[src/rtl/gfx_pkg.sv]
// Shared types and defaults for the scan-out line prefetch path.
package gfx_pkg;
    localparam int unsigned ADDR_W_DEF         = 16;
    localparam int unsigned DATA_W_DEF         = 16;
    localparam int unsigned WORDS_PER_LINE_DEF = 160;
    localparam int unsigned DRAW_SLOT_DEF      = 4;
    localparam int unsigned LB_ADDR_W          = 10;
    localparam int unsigned LINE_IDX_W         = 16;
    localparam int unsigned SLOT_W             = 4;

    typedef enum logic [1:0] {
        IDLE  = 2'd0,
        FETCH = 2'd1,
        DRAIN = 2'd2
    } fetch_state_t;
endpackage

[src/rtl/fb_fetch_arbiter_if.sv]
// Timing, drawing-engine, framebuffer and line-buffer signals of the fetch arbiter.
interface fb_fetch_arbiter_if
    import gfx_pkg::*;
#(
    parameter int unsigned ADDR_W = ADDR_W_DEF,
    parameter int unsigned DATA_W = DATA_W_DEF
) ();
    logic                  line_start;
    logic [LINE_IDX_W-1:0] line_idx;
    logic [ADDR_W-1:0]     fb_base;
    logic                  draw_req;
    logic [ADDR_W-1:0]     draw_addr;
    logic [DATA_W-1:0]     draw_wdata;
    logic                  draw_gnt;
    logic [ADDR_W-1:0]     mem_addr;
    logic [DATA_W-1:0]     mem_wdata;
    logic                  mem_we;
    logic                  mem_re;
    logic [DATA_W-1:0]     mem_rdata;
    logic                  lb_we;
    logic [LB_ADDR_W-1:0]  lb_addr;
    logic [DATA_W-1:0]     lb_wdata;
    logic                  lb_bank;
    logic                  fetch_busy;
    logic                  fetch_done;
    logic                  underrun;

    modport master (
        input  line_start, line_idx, fb_base, draw_req, draw_addr, draw_wdata, mem_rdata,
        output draw_gnt, mem_addr, mem_wdata, mem_we, mem_re,
        output lb_we, lb_addr, lb_wdata, lb_bank, fetch_busy, fetch_done, underrun
    );

    modport slave (
        output line_start, line_idx, fb_base, draw_req, draw_addr, draw_wdata, mem_rdata,
        input  draw_gnt, mem_addr, mem_wdata, mem_we, mem_re,
        input  lb_we, lb_addr, lb_wdata, lb_bank, fetch_busy, fetch_done, underrun
    );
endinterface

[src/rtl/fb_fetch_arbiter_fetch_addr_gen.sv]
// Line base latch, word counter and the delayed word index used as lb_addr.
module fetch_addr_gen
    import gfx_pkg::*;
#(
    parameter int unsigned ADDR_W         = ADDR_W_DEF,
    parameter int unsigned WORDS_PER_LINE = WORDS_PER_LINE_DEF
) (
    input  logic                  clk,
    input  logic                  rst_n,
    input  logic                  start,
    input  logic [LINE_IDX_W-1:0] line_idx,
    input  logic [ADDR_W-1:0]     fb_base,
    input  logic                  advance,
    output logic [ADDR_W-1:0]     rd_addr,
    output logic                  last_word,
    output logic [LB_ADDR_W-1:0]  lb_idx
);
    logic [ADDR_W-1:0]    line_addr;
    logic [LB_ADDR_W-1:0] word_cnt;
    logic [ADDR_W-1:0]    line_off;

    // Product truncated to the address width; all sums wrap.
    assign line_off  = ADDR_W'(32'(line_idx) * 32'(WORDS_PER_LINE));
    assign rd_addr   = line_addr + ADDR_W'(word_cnt);
    assign last_word = (word_cnt == LB_ADDR_W'(WORDS_PER_LINE - 1));

    always_ff @(posedge clk) begin
        if (!rst_n) begin
            line_addr <= '0;
            word_cnt  <= '0;
            lb_idx    <= '0;
        end else begin
            if (start) begin
                line_addr <= fb_base + line_off;
                word_cnt  <= '0;
            end else if (advance) begin
                word_cnt  <= word_cnt + LB_ADDR_W'(1);
            end
            if (advance) begin
                lb_idx <= word_cnt;
            end
        end
    end
endmodule

[src/rtl/fb_fetch_arbiter.sv]
// Scan-out line prefetch into a ping-pong line buffer, sharing the framebuffer
// port with the drawing engine's writes (one slot in DRAW_SLOT during a fetch).
module fb_fetch_arbiter
    import gfx_pkg::*;
#(
    parameter int unsigned ADDR_W         = ADDR_W_DEF,
    parameter int unsigned DATA_W         = DATA_W_DEF,
    parameter int unsigned WORDS_PER_LINE = WORDS_PER_LINE_DEF,
    parameter int unsigned DRAW_SLOT      = DRAW_SLOT_DEF
) (
    input logic                pix_clk,
    input logic                rst_pix,
    fb_fetch_arbiter_if.master bus
);
    localparam logic [SLOT_W-1:0] SLOT_LAST = SLOT_W'(DRAW_SLOT - 1);

    fetch_state_t         state;
    fetch_state_t         state_nxt;
    logic [SLOT_W-1:0]    slot;
    logic                 lb_pend;
    logic                 lb_bank_q;
    logic                 underrun_q;
    logic                 gnt_c;
    logic                 re_c;
    logic                 abort_c;
    logic [ADDR_W-1:0]    rd_addr;
    logic                 last_word;
    logic [LB_ADDR_W-1:0] lb_idx;

    fetch_addr_gen #(
        .ADDR_W         (ADDR_W),
        .WORDS_PER_LINE (WORDS_PER_LINE)
    ) u_addr_gen (
        .clk       (pix_clk),
        .rst_n     (rst_pix),
        .start     (bus.line_start),
        .line_idx  (bus.line_idx),
        .fb_base   (bus.fb_base),
        .advance   (re_c),
        .rd_addr   (rd_addr),
        .last_word (last_word),
        .lb_idx    (lb_idx)
    );

    assign abort_c = bus.line_start && (state != IDLE);

    always_ff @(posedge pix_clk) begin
        if (!rst_pix) begin
            state <= IDLE;
        end else begin
            state <= state_nxt;
        end
    end

    // A line_start always wins the cycle: no grant, and the fetch (re)starts.
    always_comb begin
        state_nxt = state;
        gnt_c     = 1'b0;
        re_c      = 1'b0;
        case (state)
            IDLE: begin
                gnt_c = bus.draw_req && !bus.line_start;
                if (bus.line_start) state_nxt = FETCH;
            end
            FETCH: begin
                if (slot == SLOT_LAST && bus.draw_req) gnt_c = !bus.line_start;
                else                                   re_c  = 1'b1;
                if (bus.line_start)          state_nxt = FETCH;
                else if (re_c && last_word)  state_nxt = DRAIN;
            end
            DRAIN: begin
                gnt_c     = bus.draw_req && !bus.line_start;
                state_nxt = bus.line_start ? FETCH : IDLE;
            end
            default: state_nxt = IDLE;
        endcase
    end

    // Read-return pipeline, draw slot counter, bank toggle and sticky underrun.
    always_ff @(posedge pix_clk) begin
        if (!rst_pix) begin
            slot       <= '0;
            lb_pend    <= 1'b0;
            lb_bank_q  <= 1'b0;
            underrun_q <= 1'b0;
        end else begin
            lb_pend <= re_c && !abort_c;
            if (bus.line_start) begin
                slot      <= '0;
                lb_bank_q <= ~lb_bank_q;
            end else if (state == FETCH) begin
                slot <= (slot == SLOT_LAST) ? '0 : slot + SLOT_W'(1);
            end
            if (abort_c) underrun_q <= 1'b1;
        end
    end

    assign bus.draw_gnt   = gnt_c;
    assign bus.mem_we     = gnt_c;
    assign bus.mem_re     = re_c;
    assign bus.mem_addr   = gnt_c ? bus.draw_addr : (re_c ? rd_addr : ADDR_W'(0));
    assign bus.mem_wdata  = gnt_c ? bus.draw_wdata : DATA_W'(0);
    assign bus.lb_we      = lb_pend && !abort_c;
    assign bus.lb_addr    = lb_idx;
    assign bus.lb_wdata   = bus.mem_rdata;
    assign bus.lb_bank    = lb_bank_q;
    assign bus.fetch_busy = (state != IDLE);
    assign bus.fetch_done = (state == DRAIN) && !bus.line_start;
    assign bus.underrun   = underrun_q;
endmodule

[src/flat_wrapper.sv]
// flat-port wrapper written by rule: the top's interface ports become plain ports
module fb_fetch_arbiter_flat import gfx_pkg::*;
#(
    parameter int unsigned ADDR_W         = ADDR_W_DEF,
    parameter int unsigned DATA_W         = DATA_W_DEF,
    parameter int unsigned WORDS_PER_LINE = WORDS_PER_LINE_DEF,
    parameter int unsigned DRAW_SLOT      = DRAW_SLOT_DEF
)
  (pix_clk, rst_pix, bus_line_start, bus_line_idx, bus_fb_base, bus_draw_req, bus_draw_addr, bus_draw_wdata, bus_mem_rdata, bus_draw_gnt, bus_mem_addr, bus_mem_wdata, bus_mem_we, bus_mem_re, bus_lb_we, bus_lb_addr, bus_lb_wdata, bus_lb_bank, bus_fetch_busy, bus_fetch_done, bus_underrun);
  fb_fetch_arbiter_if #(.ADDR_W(ADDR_W), .DATA_W(DATA_W)) bus_i ();
  input logic pix_clk;
  input logic rst_pix;
  input wire logic [$bits(bus_i.line_start)-1:0] bus_line_start;
  input wire logic [$bits(bus_i.line_idx)-1:0] bus_line_idx;
  input wire logic [$bits(bus_i.fb_base)-1:0] bus_fb_base;
  input wire logic [$bits(bus_i.draw_req)-1:0] bus_draw_req;
  input wire logic [$bits(bus_i.draw_addr)-1:0] bus_draw_addr;
  input wire logic [$bits(bus_i.draw_wdata)-1:0] bus_draw_wdata;
  input wire logic [$bits(bus_i.mem_rdata)-1:0] bus_mem_rdata;
  output wire logic [$bits(bus_i.draw_gnt)-1:0] bus_draw_gnt;
  output wire logic [$bits(bus_i.mem_addr)-1:0] bus_mem_addr;
  output wire logic [$bits(bus_i.mem_wdata)-1:0] bus_mem_wdata;
  output wire logic [$bits(bus_i.mem_we)-1:0] bus_mem_we;
  output wire logic [$bits(bus_i.mem_re)-1:0] bus_mem_re;
  output wire logic [$bits(bus_i.lb_we)-1:0] bus_lb_we;
  output wire logic [$bits(bus_i.lb_addr)-1:0] bus_lb_addr;
  output wire logic [$bits(bus_i.lb_wdata)-1:0] bus_lb_wdata;
  output wire logic [$bits(bus_i.lb_bank)-1:0] bus_lb_bank;
  output wire logic [$bits(bus_i.fetch_busy)-1:0] bus_fetch_busy;
  output wire logic [$bits(bus_i.fetch_done)-1:0] bus_fetch_done;
  output wire logic [$bits(bus_i.underrun)-1:0] bus_underrun;
  assign bus_i.line_start = bus_line_start;
  assign bus_i.line_idx = bus_line_idx;
  assign bus_i.fb_base = bus_fb_base;
  assign bus_i.draw_req = bus_draw_req;
  assign bus_i.draw_addr = bus_draw_addr;
  assign bus_i.draw_wdata = bus_draw_wdata;
  assign bus_i.mem_rdata = bus_mem_rdata;
  assign bus_draw_gnt = bus_i.draw_gnt;
  assign bus_mem_addr = bus_i.mem_addr;
  assign bus_mem_wdata = bus_i.mem_wdata;
  assign bus_mem_we = bus_i.mem_we;
  assign bus_mem_re = bus_i.mem_re;
  assign bus_lb_we = bus_i.lb_we;
  assign bus_lb_addr = bus_i.lb_addr;
  assign bus_lb_wdata = bus_i.lb_wdata;
  assign bus_lb_bank = bus_i.lb_bank;
  assign bus_fetch_busy = bus_i.fetch_busy;
  assign bus_fetch_done = bus_i.fetch_done;
  assign bus_underrun = bus_i.underrun;
  fb_fetch_arbiter #(.ADDR_W(ADDR_W), .DATA_W(DATA_W), .WORDS_PER_LINE(WORDS_PER_LINE), .DRAW_SLOT(DRAW_SLOT)) u_core (.pix_clk(pix_clk), .rst_pix(rst_pix), .bus(bus_i));
endmodule
[config.mk]
export PLATFORM = sky130hd
export DESIGN_NAME = fb_fetch_arbiter_flat
export DESIGN_NICKNAME = d
export VERILOG_FILES = /design/src/rtl/gfx_pkg.sv /design/src/rtl/fb_fetch_arbiter_if.sv /design/src/rtl/fb_fetch_arbiter_fetch_addr_gen.sv /design/src/rtl/fb_fetch_arbiter.sv /design/src/flat_wrapper.sv
export SDC_FILE = /design/constraint.sdc
export NUM_CORES = 1
export LEC_CHECK = 0
export ABC_CLOCK_PERIOD_IN_PS = 3500
export CORE_ASPECT_RATIO = 1.4
export CORE_MARGIN = 8
export CORE_UTILIZATION = 44
export DETAILED_ROUTE_END_ITERATION = 7
export PLACE_DENSITY = 0.85
export SETUP_SLACK_MARGIN = 0.05
export SYNTH_ARGS = -nofsm -noshare
export SYNTH_HDL_FRONTEND = slang
export SYNTH_SLANG_ARGS = --single-unit
export TNS_END_PERCENT = 1
[constraint.sdc]
create_clock -name pix_clk -period 3.5 [get_ports pix_clk]
set_input_delay 0.7 -clock pix_clk [delete_from_list [all_inputs] [get_ports pix_clk]]
set_output_delay 0.7 -clock pix_clk [all_outputs]
set_load 0.01 [all_outputs]
Word level (Yosys, flattened, before mapping). Cells that the tools add are included.

Register bits after elaboration: 45. Output and inout port bits: 66. Memory bits (writable): 0. Latch bits: 0. Input bits: 84. Memories kept: 0. Memory bits (read-only): 0. Logic and storage cells: 49.

Shift operators: 0. Reduce and logical (&&, ||, !) cells: 14. Div/mod/pow operators: 0. Add/sub/neg operators: 4. Eq/ne operators: 6. $lt $le $gt $ge: 0. Multipliers: 1. Bitwise gates (word level): 2. Mux-type cells: 14.

Operators by type and width (number): two-way mux 16 bit (3); adder 16 x 10 -> 16 bit (1); adder 16 bit (1); multiplier 16 x 3 -> 11 bit, second input constant (1); adder 10 x 1 -> 10 bit, second input constant (1); == test 10 x 8 -> 1 bit, second input constant (1); logical AND 1 bit (7); two-way mux 2 bit (3); case mux 2 bit (3 select lines) (1); two-way mux 1 bit (5); adder 4 x 1 -> 4 bit, second input constant (1); == test 4 x 2 -> 1 bit, second input constant (1); two-way mux 4 bit (1); OR reduction 2 bit (2); inequality test 3 x 2 -> 1 bit, second input constant (1); == test 2 x 1 -> 1 bit, second input constant (1); == test 2 bit, second input constant (1); zero test 1 bit (2); zero test 2 bit (1); inequality test 2 bit, second input constant (1); inverter 1 bit (2); case mux 1 bit (2 select lines) (1); AND reduction 2 bit (1); nonzero test 2 bit (1).

Depth between registers and ports, before layout. Gate-level depths: netlist (run 1).

Word-level depth: 8. Gate-level depth with buffers: 15. Depth with buffers taken out: 15.

Modules after synthesis. From an unflattened synthesis (run 1), not the netlist that was laid out.

Cell total of the unflattened synthesis: 403. Area, all modules: 3578.4 µm².

By module, submodules not included: fetch_addr_gen (cells an instance 304, times used 1, area an instance 2730.1 µm², seq. area each 720.7 µm²); fb_fetch_arbiter (cells an instance 99, times used 1, area an instance 848.3 µm², seq. area each 180.2 µm²).

Worst setup path before layout (run 1). Ideal clock, no wire load.

Kind: input -> register. Start: in bus_line_idx[1]. End: reg u_core.u_addr_gen.line_addr[15]. Arrival: 3229 ps. Buffers on the path: 0. Library setup time: 64 ps. Setup slack: 207 ps. Stages: 13. Data required time: 3436 ps. Cell sequence: ha_1 ha_1 fa_1 a21o_1 a21oi_1 xnor2_1 ha_1 o21ai_0 nand2b_1 a21oi_1 a21oi_1 or3_1 nand4_1.

Longest elaborated chain between the ends: 2.

Ends and longest elaborated chain: from (decl) (RTL line flat_wrapper.sv:14) `input wire logic [$bits(bus_i.line_idx)-1:0] bus_line_idx;`; multiplier 16 x 3 -> 11 bit (RTL line fb_fetch_arbiter_fetch_addr_gen.sv:23) `assign line_off = ADDR_W'(32'(line_idx) * 32'(WORDS_PER_LINE));`; adder 16 bit (RTL line fb_fetch_arbiter_fetch_addr_gen.sv:34) `line_addr <= fb_base + line_off;`; to (signal assigned) (RTL line fb_fetch_arbiter_fetch_addr_gen.sv:34); to (decl) (RTL line fb_fetch_arbiter_fetch_addr_gen.sv:18) `logic [ADDR_W-1:0] line_addr;`.

Every way passes these cells. A chain may end at the register's enable or synchronous reset.

Worst setup path in the final report (run 1).
Start: reg u_core.u_addr_gen.line_addr[0]. End: out bus_mem_addr[14].

Longest elaborated chain between the ends: 3.

Ends and longest elaborated chain: adder 16 x 10 -> 16 bit (RTL line fb_fetch_arbiter_fetch_addr_gen.sv:24) `assign rd_addr = line_addr + ADDR_W'(word_cnt);`; two-way mux 16 bit (2 in a row) (RTL line fb_fetch_arbiter.sv:101) `assign bus.mem_addr = gnt_c ? bus.draw_addr : (re_c ? rd_addr : ADDR_W'(0));`; to (decl) (RTL line flat_wrapper.sv:21) `output wire logic [$bits(bus_i.mem_addr)-1:0] bus_mem_addr;`.

Every way passes these cells.

==> results of run 1 <==
[flip-flops by register name, summed over array words and instances (netlist names)]
register / cells
u_core.u_addr_gen.line_addr: 16
u_core.bus.lb_bank: 1
u_core.lb_pend: 1
u_core.u_addr_gen.lb_idx: 10
u_core.slot: 4
u_core.u_addr_gen.word_cnt: 10
u_core.bus.underrun: 1
u_core.state: 2
[Yosys cell counts, types with 4 or more instances]
master                      n  share of area, %
sky130_fd_sc_hd__and3_1     5              0.87
sky130_fd_sc_hd__a211oi_1   6               1.3
sky130_fd_sc_hd__or4_1      5               1.0
sky130_fd_sc_hd__buf_4     17               3.5
sky130_fd_sc_hd__and2_1    20               3.5
sky130_fd_sc_hd__nor2_1    35               3.6
sky130_fd_sc_hd__o21ai_0   21               2.9
sky130_fd_sc_hd__clkbuf_1   8              0.83
sky130_fd_sc_hd__nand4_1   12               2.1
sky130_fd_sc_hd__a22o_1     4              0.97
sky130_fd_sc_hd__xor2_1    13               3.2
sky130_fd_sc_hd__nor3_1     8               1.1
sky130_fd_sc_hd__nand2_1   58               6.0
sky130_fd_sc_hd__dfxtp_1   45                25
sky130_fd_sc_hd__ha_1      38                13
sky130_fd_sc_hd__buf_2      7              0.97
sky130_fd_sc_hd__or3_1      6               1.0
sky130_fd_sc_hd__nand3_1    9               1.3
sky130_fd_sc_hd__o21bai_1   5               1.0
sky130_fd_sc_hd__a21o_1     7               1.5
sky130_fd_sc_hd__inv_1     14               1.5
sky130_fd_sc_hd__mux2i_1   10               2.8
sky130_fd_sc_hd__a21oi_1   37               5.1
sky130_fd_sc_hd__xnor2_1   14               3.4
[metal layers]
layer,vias up,track usage [%],share of wire (%),wire length (um)
met5,-,0,0,0
met4,0,6.269,1.6,173
met3,20,3.281,4.6,485
met2,109,35.52,56,5878
met1,1726,18.34,38,4010
li1,1823,-,-,-
[repair_timing]
action                     in CTS  in global routing
gates resized for setup        10                 24
setup endpoints to repair      10                  9
setup buffers                   0                  1
pin swaps                       2                 10
[logic make-up (layout without fill, tap and decap cells)]
group	after synthesis	after routing	synth area share (%)
AOI/OAI and AO/OA	105	105	18.69
DFF	45	45	25.01
adders and majority gates	41	41	14.87
buffers and inverters	50	168	7.398
muxes	10	10	2.779
and+or+nand+nor	175	175	24.70
xor gates and xnor gates	27	27	6.565
[per-stage QoR]
step | total power (uW) | cells | TNS, ns
after floorplan | 939.6 | 453 | 0
after global routing | 1788 | 673 | -0.1355
final | 1695 | 673 | 0
after detailed placement | 1192 | 664 | -1.537
after global placement | 1171 | 664 | -1.092
after CTS | 1667 | 672 | -0.1797
[power by group through the flow]
stage          clock (uW)  sequential [uW]  combinational (uW)
4_1_cts               479              573                 614
2_1_floorplan           0              579                 361
5_1_grt               507              579                 702
3_3_place_gp            0              584                 587
3_5_place_dp            0              585                 608
6_report              478              574                 642
[tightest hold or removal path: cells and delay by family (launching register included)]
family	cells	cell delay, ns
compound gates	1	0.05
flops	1	0.31
buf+inv	1	0.04
[layout make-up]
cell class,instances,area (um2),share of cell area (%)
Sequential cell,45,903.4,17.59
Tap cell,102,127.6,2.485
Clock buffer,6,138.9,2.704
Multi-Input combinational cell,358,2515,48.96
Clock inverter,2,13.76,0.2680
Timing Repair Buffer,145,1376,26.80
Inverter,15,61.31,1.194
[final timing paths]
| path | slack, ns | startpoint | end |
|---|---|---|---|
| worst max-delay path | 0.09 | u_core.u_addr_gen.line_addr[0]$_SDFFE_PN0P_ | bus_mem_addr[14] |
| worst min-delay path | 0.45 | u_core.bus.underrun$_SDFFE_PN0P_ | u_core.bus.underrun$_SDFFE_PN0P_ |
| worst max register to register | 1.55 | u_core.slot[0]$_SDFFE_PP0P_ | u_core.u_addr_gen.word_cnt[4]$_SDFFE_PP0P_ |
| worst min register to register | 0.45 | u_core.bus.underrun$_SDFFE_PN0P_ | u_core.bus.underrun$_SDFFE_PN0P_ |
==> metrics list, run 1 <==
- First-iteration detailed-routing DRC count: 145
- In this run, the combinational gates consume 37.9% of the power.
- Yosys mapped a number of flops with a built-in enable equal to 0.
- The worst hold path was traced through 2 stages.
- STA classifies the critical path startpoint as a flop.
- For this run, the number of Yosys warnings is 0.
- The worst path meets setup with 0.08645 ns of slack.
* Cell at the root of the clock tree: sky130_fd_sc_hd__clkbuf_16
- In the final layout, the share of cells above drive strength 1 is 12.61%.
* Commonest non-fill, non-tap cell in the layout: sky130_fd_sc_hd__clkdlybuf4s50_1
* Slowest stage cell on the critical path: sky130_fd_sc_hd__clkdlybuf4s50_1
- Across the run, the number of max-cap violations was 0.
- VDD sags by at most 0.0002153 V.
- Average cell area after synthesis: 7.952 um2
- On the worst path, the slowest cell contributes a delay of 0.55 ns.
* Internal power: 1165 uW
- After detailed routing, the average wire length per cell comes to 15.67 um.
- Via count of the first global-routing pass: 3753
- In this run the worst path has a maximum fanout of 3.
- The flow ran to the end, and the final reports show no timing, DRC or antenna violations.
- Number of hold violations in the final report: 0
- Setup-violating endpoint count in the final report: 0
- The floorplan step set the die height to 123.1 um.
- Leaving out fill and tap cells, the most frequent cells in the layout are sky130_fd_sc_hd__clkdlybuf4s50_1 (103), sky130_fd_sc_hd__nand2_1 (58), sky130_fd_sc_hd__dfxtp_1 (43).
- At the end of the flow, the number of nets in the layout was 695.
- Post-synthesis to final-layout area growth: 42.58%
- Clock slew at the register clock pins of the worst setup and hold paths: 0.07 ns
- The clock arrives with 0.01132 ns of skew.
- Counting the buffers created by CTS gives 5.
* Number of routed nets with antenna violations: 0
* Worst path bufs/invs: 1
* Slew of the pin with the lowest slew margin: 0.5218 ns
* Syn nets: 578
* Worst min-delay path category: flop to flop
* Sequential fraction of design power: 33.9%
- Net switching is 31.28% of the power.
* Worst Hold Margin: 0.4481 ns
- Starting density of the core: 44.74%
* Placer congestion estimate: 0.8548
- At the worst endpoint, the required time is 2.80 ns.
* Number of clock sinks: 45
* TritonCTS clock tree: yes
- Post-layout util: 63.79%
* Number of port buffers: 112
- The first global-routing pass estimated 17.08 mm of wire.
* Static Leak: 0.002183 uW
* Placeable core area: 8051 um2
- Die area: 11380 um2
* Remaining design rule violation count: 0
- The mapped netlist covers 3602 um2.
- Worst slack at placement: -0.4975 ns
* Clock share of power: 28.2%
* Wirelength, routed: 10.55 mm
- Total of flip-flops plus latches after synthesis: 45
- The signal on the critical path passes through ha_1 > fa_2 > a211o_1 > a21oi_2 > o2bb2ai_2 > nand4_1 > xor2_1 > o21ai_1 > clkdlybuf4s50_1.
* Cell family with the largest share of critical-path delay: compound AO/OA/AOI/OAI gates
- Top achievable clock speed: 293.0 MHz
- The total overflow left after global routing is 0.
* Cells after synthesis: 453
- Number of cells on the critical path: 9
- Area post-placement: 4886 um2
- Summed over all nets, the switching power comes to 530.1 uW.
- Worst slew margin relative to its limit: 65.13%
* Element type at the critical path end: primary output
- CTS built an H-tree with a depth of 2.
- The first detailed-routing pass ran for 4 iterations.
- Post-detail-place hpwl: 8.393 mm
* IO Pins: 150
* Post-route standard cell area excluding fillers: 5136 um2
- Buffers inserted to repair hold after CTS numbered 0.
* Arrival @ worst endpoint: 2.71 ns
* Via count of the routed design: 3678
- The number of antenna violations at the first check in global routing came to 0.
- Vias per cell: 5.465
* Antenna Diode Count: 0
* Async set or reset register ratio after synthesis: 0%
* Filler Cells Inserted: 669
* Count of distinct cell types in the synthesized netlist: 61
- Period utilization: 97.53%
* Maximum number of pins on one net before global-route repair: 20
* Number of cells on the worst reg-to-reg path: 9
- In this run the deepest clock path goes through 2 buffers.
* Source-to-sink clock delay at the later pin of the worst-skew pair: 0.29 ns
- Global routing consumed, over all layers together, 18.01% of the routing resources.
- Pwr Density: 330.0 nW/um2
- Fraction of the yosys area taken by sequential cells: 25.01%
* Unrepaired setup endpoints after global routing: yes
- Crit path time final: 3.414 ns
- Count of pins over their slew limit: 0
- Row generation in the floorplan step produced 39 rows.
- The worst setup path is of the flop to primary output kind.
- Measured along the x axis, the die boundary spans 92.47 um.
- Most instantiated flip-flop cell in the synthesis netlist: sky130_fd_sc_hd__dfxtp_1
No activity file was read; power rests on OpenSTA's default activity.
==> run 2: changes to the inputs <==
--- a/config.mk
+++ b/config.mk
@@ -7,8 +7,8 @@
 export LEC_CHECK = 0
-export ABC_CLOCK_PERIOD_IN_PS = 3500
+export ABC_CLOCK_PERIOD_IN_PS = 4300
 export CORE_ASPECT_RATIO = 1.4
 export CORE_MARGIN = 8
-export CORE_UTILIZATION = 44
+export CORE_UTILIZATION = 47
 export DETAILED_ROUTE_END_ITERATION = 7
-export PLACE_DENSITY = 0.85
+export PLACE_DENSITY = 0.9
 export SETUP_SLACK_MARGIN = 0.05
==> constraint.sdc (replaced) <==
create_clock -name pix_clk -period 4.3 [get_ports pix_clk]
set_input_delay 0.86 -clock pix_clk [delete_from_list [all_inputs] [get_ports pix_clk]]
set_output_delay 0.86 -clock pix_clk [all_outputs]
set_load 0.05 [all_outputs]
==> metrics list, run 2 (synthesis gave the netlist of run 1 again) <==
* Die Ht: 119.6 um (-2.8%)
- Grt met3 use: 2.813% (-0.47 points)
- Fraction of final layout cells with drive strength greater than 1: 10.35% (-2.3 points)
- The count of clock tree sinks is 45 (unchanged).
- Most frequent cells in the layout: sky130_fd_sc_hd__clkdlybuf4s50_1 (77), sky130_fd_sc_hd__nand2_1 (58), sky130_fd_sc_hd__dfxtp_1 (45), sky130_fd_sc_hd__ha_1 (38), sky130_fd_sc_hd__a21oi_1 (37)
- The initial standard-cell utilization of the core came to 47.35% (+2.6 points).
- Via count of the routed design: 3565 (-3.1%)
* Critical path type: primary input to flop
- Number of port buffers: 112 (unchanged)
* Post-route standard cell area excluding fillers: 5086 um2 (-0.97%)
* Total Routing Usage GR: 18.75% (+0.74 points)
- The layer flagged by global routing as most heavily used is met2.
- Area post-placement: 5004 um2 (+2.4%)
* Via count of the first global-routing pass: 3557 (-5.2%)
- Category of the worst setup path launch point: primary input
- The number of buffers added for setup after CTS was 0 (unchanged).
- Overall overflow remaining after global route: 0 (unchanged)
* CTS Hold Buffers Added: 0 (unchanged)
* Most flops, register: u_core.u_addr_gen.line_addr
- The switching power summed over all nets is 480.4 uW (-9.4%).
- The worst supply voltage drop on vdd came to 0.0001637 V (-24%).
- Post-detail-place hpwl: 8.324 mm (-0.82%)
- The switching share of power is 36.88% (+5.6 points).
- The post-layout net count was 665 (-4.3%).
- Maximum number of pins on one net before global-route repair: 31 (+55%)
* Wire length of the first global-routing pass: 16.97 mm (-0.64%)
- Internal power: 822.4 uW (-29%)
* Static Leak: 0.002105 uW (-3.5%)
* Registers with the most flip-flops: u_core.u_addr_gen.line_addr (16), u_core.u_addr_gen.lb_idx (10), u_core.u_addr_gen.word_cnt (10)
* Count of pins over their slew limit: 0 (unchanged)
* Number of hold violations in the final report: 0 (unchanged)
- Wirelength, routed: 10.43 mm (-1.1%)
- The number of inserted diodes is 0 (unchanged).
- Source-to-sink clock delay at the later pin of the worst-skew pair: 0.30 ns (about the same)
* Period utilization: 92.17%
- Detailed Routing Iterations Pass 1: 5 (+1)
- The met1 demand-to-capacity share in global routing was 19.01% (+0.67 points).
- The required time of the worst setup path is 4.54 ns (+1.74 ns).
- Routed wirelength normalized by instance count: 16.28 um (+3.9%)
* Die area: 10760 um2 (-5.4%)
- The total negative setup slack is 0 ns (unchanged).
- The number of vias per cell after detailed routing came to 5.562 (+1.8%).
- Number of flip-flops in the largest register: 16 (unchanged)
- The number of I/O pins is 150 (unchanged).
- The arrival time of the worst setup path came to 4.20 ns (+1.49 ns).
- Placer congestion estimate: 0.8871 (+3.8%)
- Element type at the critical path end: flop
- The number of clock buffers inserted by TritonCTS came to 5 (unchanged).
* Clock slew at the register clock pins of the worst setup and hold paths: 0.08 ns (about the same)
- For the finished layout, the period the worst path requires is 3.963 ns.
- Critical-path maximum fanout: 3 (unchanged)
- Post-synthesis to final-layout area growth: 41.19%
- Placeable core area: 7607 um2 (-5.5%)
* Worst min-delay path category: flop to flop
- The relative contribution of sequential cells to total power is 35.9% (+2.0 points).
- Static timing analysis puts the maximum clock frequency at 252.3 MHz.
- The number of max-cap violations came to 0 (unchanged).
* Slew of the pin with the lowest slew margin: 0.9580 ns (+0.4362 ns)
- The number of endpoints failing setup at the final stage was 0 (unchanged).
- TritonCTS clock tree: yes
- The final antenna-violating net count was 0 (unchanged).
* H-Tree Depth: 2 (unchanged)
- Number of gates given a new drive strength after cts: 0 (-10)
* Global routing met2 resource utilization: 37.07% (+1.6 points)
- The total power divided by cell area was 256.1 nW/um2 (-22%).
- First-iteration detailed-routing DRC count: 181 (+25%)
- The number of antenna violations at the first check in global routing came to 0 (unchanged).
* Maximum count of clock buffers along a single path: 2 (unchanged)
- The part of the total power dissipated in combinational logic came to 44.6% (+6.7 points).
- Unrepaired setup endpoints after global routing: no
- The cell sitting at the root of the clock tree is a sky130_fd_sc_hd__clkbuf_8.
- Cells after DPL: 633 (-4.7%)
- Number of cells in the finished layout apart from fillers: 641 (-4.8%)
- Number of cell rows: 38 (-2.6%)
- Clock share of power: 19.5% (-8.7 points)
* Worst slew margin relative to its limit: 36.06% (-29 points)
- The library cell used most frequently in the layout, excluding fill and tap cells, is sky130_fd_sc_hd__clkdlybuf4s50_1.
* Worst clock skew: 0.006080 ns (-0.005245 ns)
- Chip Width: 89.99 um (-2.7%)
* Status: completed
- Remaining design rule violation count: 0 (unchanged)
-- run 2: per-stage QoR --
step	util, %	worst slack (ns)	total power (uW)	hold slack [ns]
after floorplan	-	0.6713	863.9	0.4537
after global placement	65.77	0.2137	1030	0.4368
after detailed placement	65.77	0.06890	1052	0.4438
after CTS	66.86	0.3718	1307	0.4565
after global routing	66.86	0.1602	1371	0.4761
final	66.86	0.3366	1303	0.4536
-- run 2: path summary, 6_finish.rpt --
| check | slack (ns) | start | cells after the start | to |
|---|---|---|---|---|
| max | 0.34 | bus_line_idx[1] | 14 | u_core.u_addr_gen.line_addr[15]$_SDFFE_PN0P_ |
| min | 0.45 | u_core.bus.underrun$_SDFFE_PN0P_ | 2 | u_core.bus.underrun$_SDFFE_PN0P_ |
| max reg2reg | 2.21 | u_core.slot[0]$_SDFFE_PP0P_ | 8 | u_core.u_addr_gen.word_cnt[7]$_SDFFE_PP0P_ |
| min reg2reg | 0.45 | u_core.bus.underrun$_SDFFE_PN0P_ | 2 | u_core.bus.underrun$_SDFFE_PN0P_ |
-- run 2: power groups by stage --
stage | Clock (uW) | Sequential, uW | Combinational (uW)
after floorplan | 0 | 476 | 387
after global placement | 0 | 475 | 555
after detailed placement | 0 | 477 | 576
after CTS | 260 | 467 | 579
after global routing | 272 | 471 | 627
final | 254 | 468 | 581
-- run 2: final cells by class --
type	count	area, um2
clock buffers	6	72.57
clock inverters	2	10.01
fillers	609	2521
inverters	15	61.31
multi-input cells	358	2435
flip-flops and latches	45	900.9
well taps	100	125.1
repair buffers	115	1481
-- run 2: critical path, cell delays in order --
cell and delay [ns]:
sky130_fd_sc_hd__clkdlybuf4s50_1 0.45, sky130_fd_sc_hd__ha_1 0.31, sky130_fd_sc_hd__ha_1 0.24, sky130_fd_sc_hd__fa_1 0.41, sky130_fd_sc_hd__a21o_1 0.21, sky130_fd_sc_hd__a21oi_1 0.24
sky130_fd_sc_hd__xnor2_1 0.19, sky130_fd_sc_hd__ha_1 0.29, sky130_fd_sc_hd__o21ai_0 0.22, sky130_fd_sc_hd__nand2b_1 0.09, sky130_fd_sc_hd__a21oi_1 0.14, sky130_fd_sc_hd__a21oi_1 0.09
sky130_fd_sc_hd__or3_1 0.37, sky130_fd_sc_hd__nand4_1 0.09
-- run 2: layer usage --
metal  routed length (um)  vias to the layer above
met5                    0                        -
met4                  168                        0
met3                  388                       15
met2                 5895                      104
met1                 3982                     1695
li1                     -                     1751
